--- src/rtl/fwd_hazard_unit.sv ---
// fwd_hazard_unit
//   Forwarding and load-use hazard unit for the ID stage of a RISC-V pipeline.
//   Each ID source register is compared against the destinations of the
//   instructions now in EX and MEM. The resulting per-source bypass select is
//   registered into the ID/EX boundary. A load-use hazard stalls IF/ID and
//   bubbles ID/EX for LOAD_LAT cycles.
// Ports
//   clk_i          rising-edge clock
//   rst_ni         asynchronous active-low reset
//   id_rs_i        ID source addresses, source i at [i*AW +: AW]
//   id_rs_used_i   bit i set: source i is read by the ID instruction
//   ex_rd_i        destination of the EX instruction
//   ex_reg_we_i    EX instruction writes the register file
//   ex_jump_t_i    00 none, 01 JAL, 10 JALR, 11 none
//   ex_is_load_i   EX instruction is a load
//   mem_rd_i       destination of the MEM instruction
//   mem_reg_we_i   MEM instruction writes the register file
//   mem_jump_t_i   same encoding as ex_jump_t_i
//   flush_i        kill the ID instruction and cancel any stall
//   hold_i         global freeze, all state holds
//   fwd_sel_o      registered bypass select per source, 3 bits each
//   stall_o        freeze PC and IF/ID this cycle
//   bubble_o       load a NOP into ID/EX this cycle
module fwd_hazard_unit #(
   parameter int unsigned NUM_SRC  = 2,
   parameter int unsigned AW       = 5,
   parameter int unsigned LOAD_LAT = 1
) (
   input  logic                   clk_i,
   input  logic                   rst_ni,
   input  logic [NUM_SRC*AW-1:0]  id_rs_i,
   input  logic [NUM_SRC-1:0]     id_rs_used_i,
   input  logic [AW-1:0]          ex_rd_i,
   input  logic                   ex_reg_we_i,
   input  logic [1:0]             ex_jump_t_i,
   input  logic                   ex_is_load_i,
   input  logic [AW-1:0]          mem_rd_i,
   input  logic                   mem_reg_we_i,
   input  logic [1:0]             mem_jump_t_i,
   input  logic                   flush_i,
   input  logic                   hold_i,
   output logic [NUM_SRC*3-1:0]   fwd_sel_o,
   output logic                   stall_o,
   output logic                   bubble_o
);

   localparam logic [0:0] StIdle  = 1'b0;
   localparam logic [0:0] StStall = 1'b1;

   localparam logic [2:0] SelRegFile = 3'b000;
   localparam logic [2:0] SelMemPc   = 3'b001;
   localparam logic [2:0] SelWbPc    = 3'b010;
   localparam logic [2:0] SelMemAlu  = 3'b011;
   localparam logic [2:0] SelWbRes   = 3'b100;

   // The first bubble is issued from StIdle, so StStall covers the remainder.
   localparam logic [2:0] CntInit = 3'(LOAD_LAT - 1);

   logic [0:0]           state_q, state_d;
   logic [2:0]           cnt_q, cnt_d;
   logic [NUM_SRC*3-1:0] fwd_q, fwd_d;
   logic [NUM_SRC*3-1:0] sel_calc;
   logic                 hazard;
   logic                 stall;
   logic                 ex_jump, mem_jump;
   logic [AW-1:0]        rs;
   logic                 ex_hit, mem_hit;

   // Bypass select per source; the EX producer is younger and wins over MEM.
   always_comb begin
      sel_calc = '0;
      hazard   = 1'b0;
      rs       = '0;
      ex_hit   = 1'b0;
      mem_hit  = 1'b0;
      ex_jump  = (ex_jump_t_i == 2'b01) || (ex_jump_t_i == 2'b10);
      mem_jump = (mem_jump_t_i == 2'b01) || (mem_jump_t_i == 2'b10);
      for (int i = 0; i < NUM_SRC; i++) begin
         rs      = id_rs_i[i*AW +: AW];
         ex_hit  = id_rs_used_i[i] && ex_reg_we_i && (rs == ex_rd_i) && (rs != '0);
         mem_hit = id_rs_used_i[i] && mem_reg_we_i && (rs == mem_rd_i) && (rs != '0);
         if (ex_hit && ex_is_load_i) begin
            hazard = 1'b1;
         end
         if (ex_hit) begin
            if (ex_jump) begin
               sel_calc[i*3 +: 3] = SelMemPc;
            end else if (!ex_is_load_i) begin
               sel_calc[i*3 +: 3] = SelMemAlu;
            end
         end else if (mem_hit) begin
            sel_calc[i*3 +: 3] = mem_jump ? SelWbPc : SelWbRes;
         end else begin
            sel_calc[i*3 +: 3] = SelRegFile;
         end
      end
   end

   // Gated by reset so no bubble leaks out while the unit is held in reset.
   assign stall = rst_ni && !flush_i &&
                  (((state_q == StIdle) && hazard) || (state_q == StStall));

   always_comb begin
      state_d = state_q;
      cnt_d   = cnt_q;
      fwd_d   = fwd_q;
      if (flush_i) begin
         state_d = StIdle;
         cnt_d   = 3'd0;
         fwd_d   = '0;
      end else if (!hold_i) begin
         // A bubble carries no bypass.
         fwd_d = stall ? '0 : sel_calc;
         if (state_q == StIdle) begin
            if (hazard && (LOAD_LAT > 1)) begin
               state_d = StStall;
               cnt_d   = CntInit;
            end
         end else begin
            if (cnt_q == 3'd1) begin
               state_d = StIdle;
               cnt_d   = 3'd0;
            end else begin
               cnt_d = cnt_q - 3'd1;
            end
         end
      end
   end

   always_ff @(posedge clk_i or negedge rst_ni) begin
      if (!rst_ni) begin
         state_q <= StIdle;
         cnt_q   <= 3'd0;
         fwd_q   <= '0;
      end else begin
         state_q <= state_d;
         cnt_q   <= cnt_d;
         fwd_q   <= fwd_d;
      end
   end

   assign fwd_sel_o = fwd_q;
   assign stall_o   = stall;
   assign bubble_o  = stall;

endmodule

--- config.mk ---
export PLATFORM = sky130hd
export DESIGN_NAME = fwd_hazard_unit
export DESIGN_NICKNAME = d
export VERILOG_FILES = /design/src/rtl/fwd_hazard_unit.sv
export SDC_FILE = /design/constraint.sdc
export NUM_CORES = 1
export LEC_CHECK = 0
export ABC_AREA = 1
export BUFFER_PORTS_ARGS = -buffer_cell sky130_fd_sc_hd__buf_2
export CORE_MARGIN = 3
export CORE_UTILIZATION = 47
export DETAILED_ROUTE_END_ITERATION = 7
export PLACE_DENSITY = 0.75
export SLEW_MARGIN = 20
export SYNTH_ARGS = -nofsm -noshare
export SYNTH_HDL_FRONTEND = slang
export SYNTH_SLANG_ARGS = --single-unit
--- constraint.sdc ---
create_clock -name clk_i -period 1.2 [get_ports clk_i]
set_input_delay 0.18 -clock clk_i [delete_from_list [all_inputs] [get_ports clk_i]]
set_output_delay 0.18 -clock clk_i [all_outputs]
set_load 0.03 [all_outputs]
Yosys cells after proc, flatten, opt, wreduce, memory -nomap -nowiden --
Index checks and enable logic that the tools add are counted.
Storage, ports and cells: flip-flop bits (word level) 10, output and inout port bits 8, input port bits 33, logic and storage cells 60
Cells by class: equal/unequal tests 10, mux-type cells 20, bitwise logic cells 1, add/subtract/negate cells 1, reduce and logical (&&, ||, !) cells 25
Operators by type and width (number):
- $mux W3 | 9
- $eq A5 B5 Y1 | 4
- $mux W6 | 3
- $logic_and A1 B1 Y1 | 17
- $reduce_bool A5 Y1 | 2
- $mux W1 | 6
- $eq A2 B1 Y1 const B | 2
- $eq A2 B2 Y1 const B | 2
- $mux W2 | 2
- $eq A3 B1 Y1 const B | 1
- $logic_or A1 B1 Y1 | 3
- $sub A3 B1 Y3 const B | 1
- $ne A2 B2 Y1 const B | 1
- $reduce_and A2 Y1 | 1
- $reduce_bool A2 Y1 | 1
- $logic_not A1 Y1 | 1
- $not A1 Y1 | 1

Longest topological paths before layout --
Gate-level depths: netlist of run 1.
word-level depth 12, depth in mapped cells 13, mapped depth without buffers 13

Least setup slack after synthesis of run 1 --
No wires, ideal clock.
kind input to output, start point in id_rs_i[4], end point out stall_o, path slack -0.222 ns, data required time 1.020 ns, arrival time 1.242 ns, stages on the path 12, path through inv_1 > nand2_1 > nand2_1 > nand2_1 > nor2_2 > nand2_2 > nand2_1 > nand2_1 > nand2_1 > nand2_2 > inv_1 > buf_4
On the way: word-level cells in the longest chain between the ends 9
RTL lines:
- start, declared | RTL line 31 | input logic [NUM_SRC*AW-1:0] id_rs_i,
- $eq A5 B5 Y1 | RTL line 80 | ex_hit = id_rs_used_i[i] && ex_reg_we_i && (rs == ex_rd_i) && (rs != '0);
- $logic_and A1 B1 Y1 | RTL line 80
- $logic_and A1 B1 Y1 * | RTL line 80
- $logic_and A1 B1 Y1 * | RTL line 82 | if (ex_hit && ex_is_load_i) begin
- $mux W1 * (2 in series) | RTL line 82
- $logic_and A1 B1 Y1 * | RTL line 101 | (((state_q == StIdle) && hazard) || (state_q == StStall));
- $logic_or A1 B1 Y1 * | RTL line 101
- $logic_and A1 B1 Y1 * | RTL line 100 | assign stall = rst_ni && !flush_i &&
- end, declared | RTL line 43 | output logic stall_o,
Mark *: on every way between the ends. The rest lies on a longest branch, timed or not.

Worst setup path after layout of run 1 --
start point in id_rs_used_i[0], end point out bubble_o
On the way: word-level cells in the longest chain between the ends 9
RTL lines:
- start, declared | RTL line 32 | input logic [NUM_SRC-1:0] id_rs_used_i,
- $logic_and A1 B1 Y1 (3 in series) | RTL line 80
- $logic_and A1 B1 Y1 | RTL line 82
- $mux W1 (2 in series) | RTL line 82
- $logic_and A1 B1 Y1 | RTL line 101
- $logic_or A1 B1 Y1 | RTL line 101
- $logic_and A1 B1 Y1 | RTL line 100
- end, declared | RTL line 44 | output logic bubble_o
No other way between the ends.

==> summary.md, run 1 <==
| Metric | Value |
|---|---|
| CP bufs+invs | 3 |
| Global-route wire length before repair | 4747 um |
| Core area | 1858 um2 |
| Fin. Hold Viols | 0 |
| Top-count cell post-synth | nand2_1 |
| Top Ports | 41 |
| Pre-CTS setup slack | -248.6 ps |
| Crit end category | output pin |
| Placed cell count | 253 |
| Vias in the first global route | 1,184 |
| Area grow syn2layout | 58.89% |
| Hold Crit Class | in -> reg |
| CP most frequent cell | nand2_2 |
| Static Leak | 0.0008922 uW |
| Post-synthesis cell area | 992.2 um2 |
| Max IR drop VDD | 0.4183 mV |
| ANT nets after route | 0 |
| DR iter-0 viols | 49 |
| Final Instance Area | 1577 um2 |
| Commonest cells post-synth | nand2_1, inv_1, nor2_1, dfrtp_1, nand3_1 |
| Port Buffers | 40 |
| Synth top area cells | nand2_1, dfrtp_1, inv_1 |
| Clk sinks | 10 |
| GP Congestion | 0.7844 |
| Synth async-reset ratio | 100.0% |
| Cell Pwr Density | 577.7 nW/um2 |
| Tot GR Track Use | 23.71% |
| Grt ovf | 0 |
| Final WS setup | -247.9 ps |
| DP Area | 1325 um2 |
| Cells along the critical path | buf_2 > nand2_2 > a21oi_4 > nand2_2 > nor2_2 > nand2_2 > nand2_1 > nand2_1 > nand2_1 > nand2_2 > clkinvlp_4 > buf_6 |
| Crit path max-delay family | simple AND/OR/NAND/NOR gates |
| Vias per inst | 5.080 |
| Wire per inst | 11.92 um |
| Tmin final | 1448 ps |
| Share of the clock period used by the worst path | 120.7% |
| CTS H-Tree Depth | 1 |
| Clock slew at reported path FFs | 70 ps |
| Root Driver | clkbuf_4 |
| Tightest Pin Transition | 313.5 ps |
| DR vias | 1,331 |
| Fmax | 0.6907 GHz |
| Skew final | 8.214 ps |
| # diodes | 0 |
| Pin count of the biggest net entering global routing | 11 |
| CTS tree | done |
| Max-slew headroom | 79.03% |
| Nets@finish | 274 |
| Failing checks | negative setup slack |
| WS Path Type | in -> out |
| CP peak stage delay | 140 ps |
| Slowest stage cell, crit path | nor2_2 |
| Yosys reg bits | 10 |
| YS warnings | 0 |
| Drt pass-1 iters | 4 |
| Synth area leader | nand2_1 |
| Run status | finished with violations |
| Worst-skew pair later-pin latency | 270 ps |
| Row count | 15 |
| Synthesized Nets | 215 |
| Worst EP required | 1020 ps |
| DIE AREA | 2698 um2 |
| Final setup vio count | 2 |
| CP startpoint kind | input pin |
| Max Cap Viol | 0 |
| Synth top area share | 29.89% |
| Final non-filler cell total | 262 |
| Die height | 51.95 um |
| RSZ-0062 raised after global routing | yes |
| Synth Flop Type | dfrtp_1 |
| Setup TNS | -494.8 ps |
| Deepest clock path buffer count | 2 |
| Starting Density | 53.40% |
| Max FO, Critical Path | 2 |
| Netlist cell types | 19 |
| CP arrival | 1270 ps |
| Inserted Clock Buffers | 3 |
| Fill cells | 114 |
| Syn Area/Cell | 5.512 um2 |
| DRC viols | 0 |
| DIE WIDTH | 51.95 um |
| Syn Inst Count | 180 |
| Layout cells sized above 1 | 41.35% |
| Sequential element share of the synthesized area | 25.22% |
| Count of pins over their slew limit | 0 |
| Drt total wl | 3122 um |
| Initial antenna violation count | 0 |
| DP Wirelength | 2155 um |
| Number of synthesized flops with an enable pin | 0 |
-- state kept, by name, summed over array words and instances (netlist names) --
name       count
cnt_q          3
fwd_sel_o      6
state_q        1
-- worst register-to-register path: stages (launching register included) --
cell	delay (ps)
dfrtp_1	380
inv_1	100
ha_1	160
xor2_1	160
nand4_1	80
o21ai_0	80
-- layout make-up --
class                   count  area [um2]  share of cell area, %
well taps                  25       31.28                  1.984
clock buffers               3       22.52                  1.429
flip-flops and latches     10       250.2                  15.87
repair buffers             55       427.9                  27.14
multi-input cells         135       681.9                  43.25
inverters                  34       162.7                  10.32
-- power breakdown --
group | leakage (uW) | internal (uW) | switching, uW
Clock | 0.0000138 | 116 | 117
Sequential | 0.000140 | 338 | 0.421
Combinational | 0.000739 | 157 | 183
-- worst paths after layout --
kind,startpoint,to,slack [ps],cells past startpoint
max,id_rs_used_i[0],bubble_o,-250,12
min,flush_i,cnt_q[1],160,2
max reg2reg,cnt_q[0],cnt_q[2],170,5
min reg2reg,fwd_sel_o[3],fwd_sel_o[3],480,2
max in group asynchronous,rst_ni,fwd_sel_o[2],680,3
min in group asynchronous,rst_ni,cnt_q[2],370,3
-- layout by cell type (no fill, tap or decap), types with 5 or more instances in the layout --
master and count:
nand2_2 12, nor2_1 17, inv_4 7, nand2_1 69
buf_4 14, inv_2 6, inv_1 18, buf_2 24
nand3_1 5, dfrtp_1 10, buf_6 14
-- what timing repair did --
item                                    CTS  global route
endpoints found under the setup margin    2             6
gates resized for setup                  41            15
hold buffers                              1             0
hold endpoints to repair                 10             0
setup buffers                             5             3
pin swaps                                21            19
-- cell families after synthesis --
kind of cell | share of synthesized area (%)
simple gates | 48.17
buf+inv | 13.62
compound gates | 6.053
flops | 25.22
xor+xnor | 4.414
fa+ha+maj | 2.522
-- per-stage QoR --
| stage | utilization [%] | total power, uW | hold WS [ps] |
|---|---|---|---|
| 6_report | 84.85 | 910.8 | 160.0 |
| 5_1_grt | 84.85 | 968.0 | 174.2 |
| 4_1_cts | 81.68 | 877.9 | 141.8 |
| 3_5_place_dp | 71.31 | 601.8 | 127.1 |
| 3_3_place_gp | 71.31 | 594.6 | 120.9 |
| 2_1_floorplan | - | 474.1 | -115.6 |
-- per-layer routing --
metal  part of all wire [%]  GRT usage (%)
met1                     41          27.99
met2                     49          40.17
met3                    7.9          5.158
met4                    2.5          11.35
met5                      0              0
No activity file was read; power rests on OpenSTA's default activity.
==> run 2: changes to the inputs <==
Settings changed: CORE_ASPECT_RATIO from default to 0.7.
==> run 2 against run 1 <==
The flow still finishes with violations (negative setup slack); critical path depth is 1 higher; total power increased by 11%; final area increased by 2.4%; register-to-register slack worse by 40 ps; worst setup slack improved by 120 ps; final cell count is 1.5% lower; critical path type unchanged; critical endpoint is now stall_o.
==> summary.md, run 2 (same netlist as run 1, synthesis figures left out) <==
| Metric | Value |
|---|---|
| CTS H-Tree Depth | 1 |
| Drt pass-1 iters | 4 |
| R2r endpoint | cnt_q[2] |
| Row count | 13 |
| DP Wirelength | 2406 um |
| Worst EP required | 1020 ps |
| Tot GR Track Use | 23.19% |
| Inserted Clock Buffers | 3 |
| Multi-input gate area | 699.4 um2 |
| WS Path Type | in -> out |
| Max IR drop VDD | 0.3968 mV |
| Reg2reg path depth | 5 |
| Area grow syn2layout | 62.67% |
| CTS tree | done |
| Deepest clock path buffer count | 2 |
| Vias in the first global route | 1,134 |
| Failing checks | negative setup slack |
| Pin count of the biggest net entering global routing | 11 |
| RSZ-0062 raised after global routing | yes |
| Crit path to | stall_o |
| Count of pins over their slew limit | 0 |
| Tmin final | 1332 ps |
| Fin. Hold Viols | 0 |
| Clock slew at reported path FFs | 70 ps |
| Share of the clock period used by the worst path | 111.0% |
| Setup TNS | -263.0 ps |
| Cell Pwr Density | 627.5 nW/um2 |
| CP arrival | 1150 ps |
| Max Cap Viol | 0 |
| Fin Hold WS | 146.2 ps |
| Register area | 250.2 um2 |
| Crit end category | output pin |
| DRC viols | 0 |
| Top Ports | 41 |
| Clk sinks | 10 |
| Fill cells | 132 |
| Drt total wl | 3246 um |
| Critical path origin | id_rs_i[4] |
| Run status | finished with violations |
| DR vias | 1,301 |
| Initial antenna violation count | 0 |
| DR iter-0 viols | 63 |
| Worst hold path depth | 2 |
| Power consumption | 1013 uW |
| Root Driver | clkbuf_4 |
| Skew final | 0.9324 ps |
| Starting Density | 51.69% |
| Global-route wire length before repair | 4685 um |
| Worst r2r src | cnt_q[0] |
| Max reg flops | 6 |
| GP Congestion | 0.9059 |
| Max-slew headroom | 79.05% |
| DIE WIDTH | 60.92 um |
| Final WS setup | -131.6 ps |
| DIE AREA | 2707 um2 |
| Vias per inst | 5.043 |
| Worst-skew pair later-pin latency | 270 ps |
| Max FO, Critical Path | 3 |
| R2R setup slack | 130 ps |
| Nets@finish | 272 |
| Commonest cells after routing, fill and taps aside | nand2_1, buf_2, inv_1, nor2_1, nand2_2 |
| Fmax | 0.7510 GHz |
| Tightest Pin Transition | 313.1 ps |
| CP startpoint kind | input pin |
| Final setup vio count | 2 |
| Hold Crit Class | in -> reg |
| Grt ovf | 0 |
| Port Buffers | 40 |
| Wire per inst | 12.58 um |
| Die height | 44.44 um |
| Layout cells sized above 1 | 42.37% |
| Commonest non-fill, non-tap cell in the layout | nand2_1 |
| Static Leak | 0.0009053 uW |
| # diodes | 0 |
| ANT nets after route | 0 |
| Core area | 1919 um2 |
==> run 2: repair_timing <==
action	CTS	global route
hold endpoints to repair	10	0
setup endpoints to repair	2	8
resized for setup	30	40
pin swaps	19	22
setup buffers	4	3
hold buffers	1	0
==> run 2: worst min path at each step <==
stage	startpoint	to	slack, ps
floorplan	rst_ni	cnt_q[0]	-120
global placement	rst_ni	state_q	120
detailed placement	rst_ni	state_q	130
CTS	flush_i	cnt_q[1]	150
global route	flush_i	cnt_q[1]	160
finish	flush_i	cnt_q[1]	150
==> run 2: routing by layer <==
layer | global-route usage (%) | part of all wire [%] | vias to the layer above
met4 | 2.597 | 0.68 | 0
met5 | 0 | 0 | -
met3 | 6.706 | 7.7 | 2
li1 | - | - | 653
met1 | 31.16 | 45 | 587
met2 | 38.17 | 46 | 59
==> run 2: final cells by class <==
cell class,count,area share (%)
inverter,34,10.31
tap,22,1.705
multi-input combinational,135,43.33
sequential,10,15.50
clock buffer,4,2.248
timing repair buffer,53,26.90
==> run 2: where the power goes <==
group	internal [uW]	total (uW)	switching [uW]
clock network	184	320	136
registers	337	338	0.453
logic	165	355	189
total	687	1010	325
==> run 2: worst max-delay path, cell delays in order <==
cell and delay [ps]:
buf_6 100, inv_4 70, nand2_1 50, nand2_1 70, nand2_1 60, nor2_2 110
nand2_2 70, nand2_1 50, nand2_1 40, nand2_1 60, nand2_2 70, clkinvlp_4 80
buf_6 120
==> run 2: stage by stage <==
| stage | cells | util [%] | cell area [um2] | worst slack [ps] |
|---|---|---|---|---|
| floorplan | 180 | - | 1037 | -182.0 |
| global placement | 248 | 68.06 | 1306 | -222.4 |
| detailed placement | 248 | 68.06 | 1306 | -255.6 |
| CTS | 257 | 76.60 | 1470 | -127.2 |
| global route | 258 | 84.09 | 1614 | -199.0 |
| finish | 258 | 84.09 | 1614 | -131.6 |
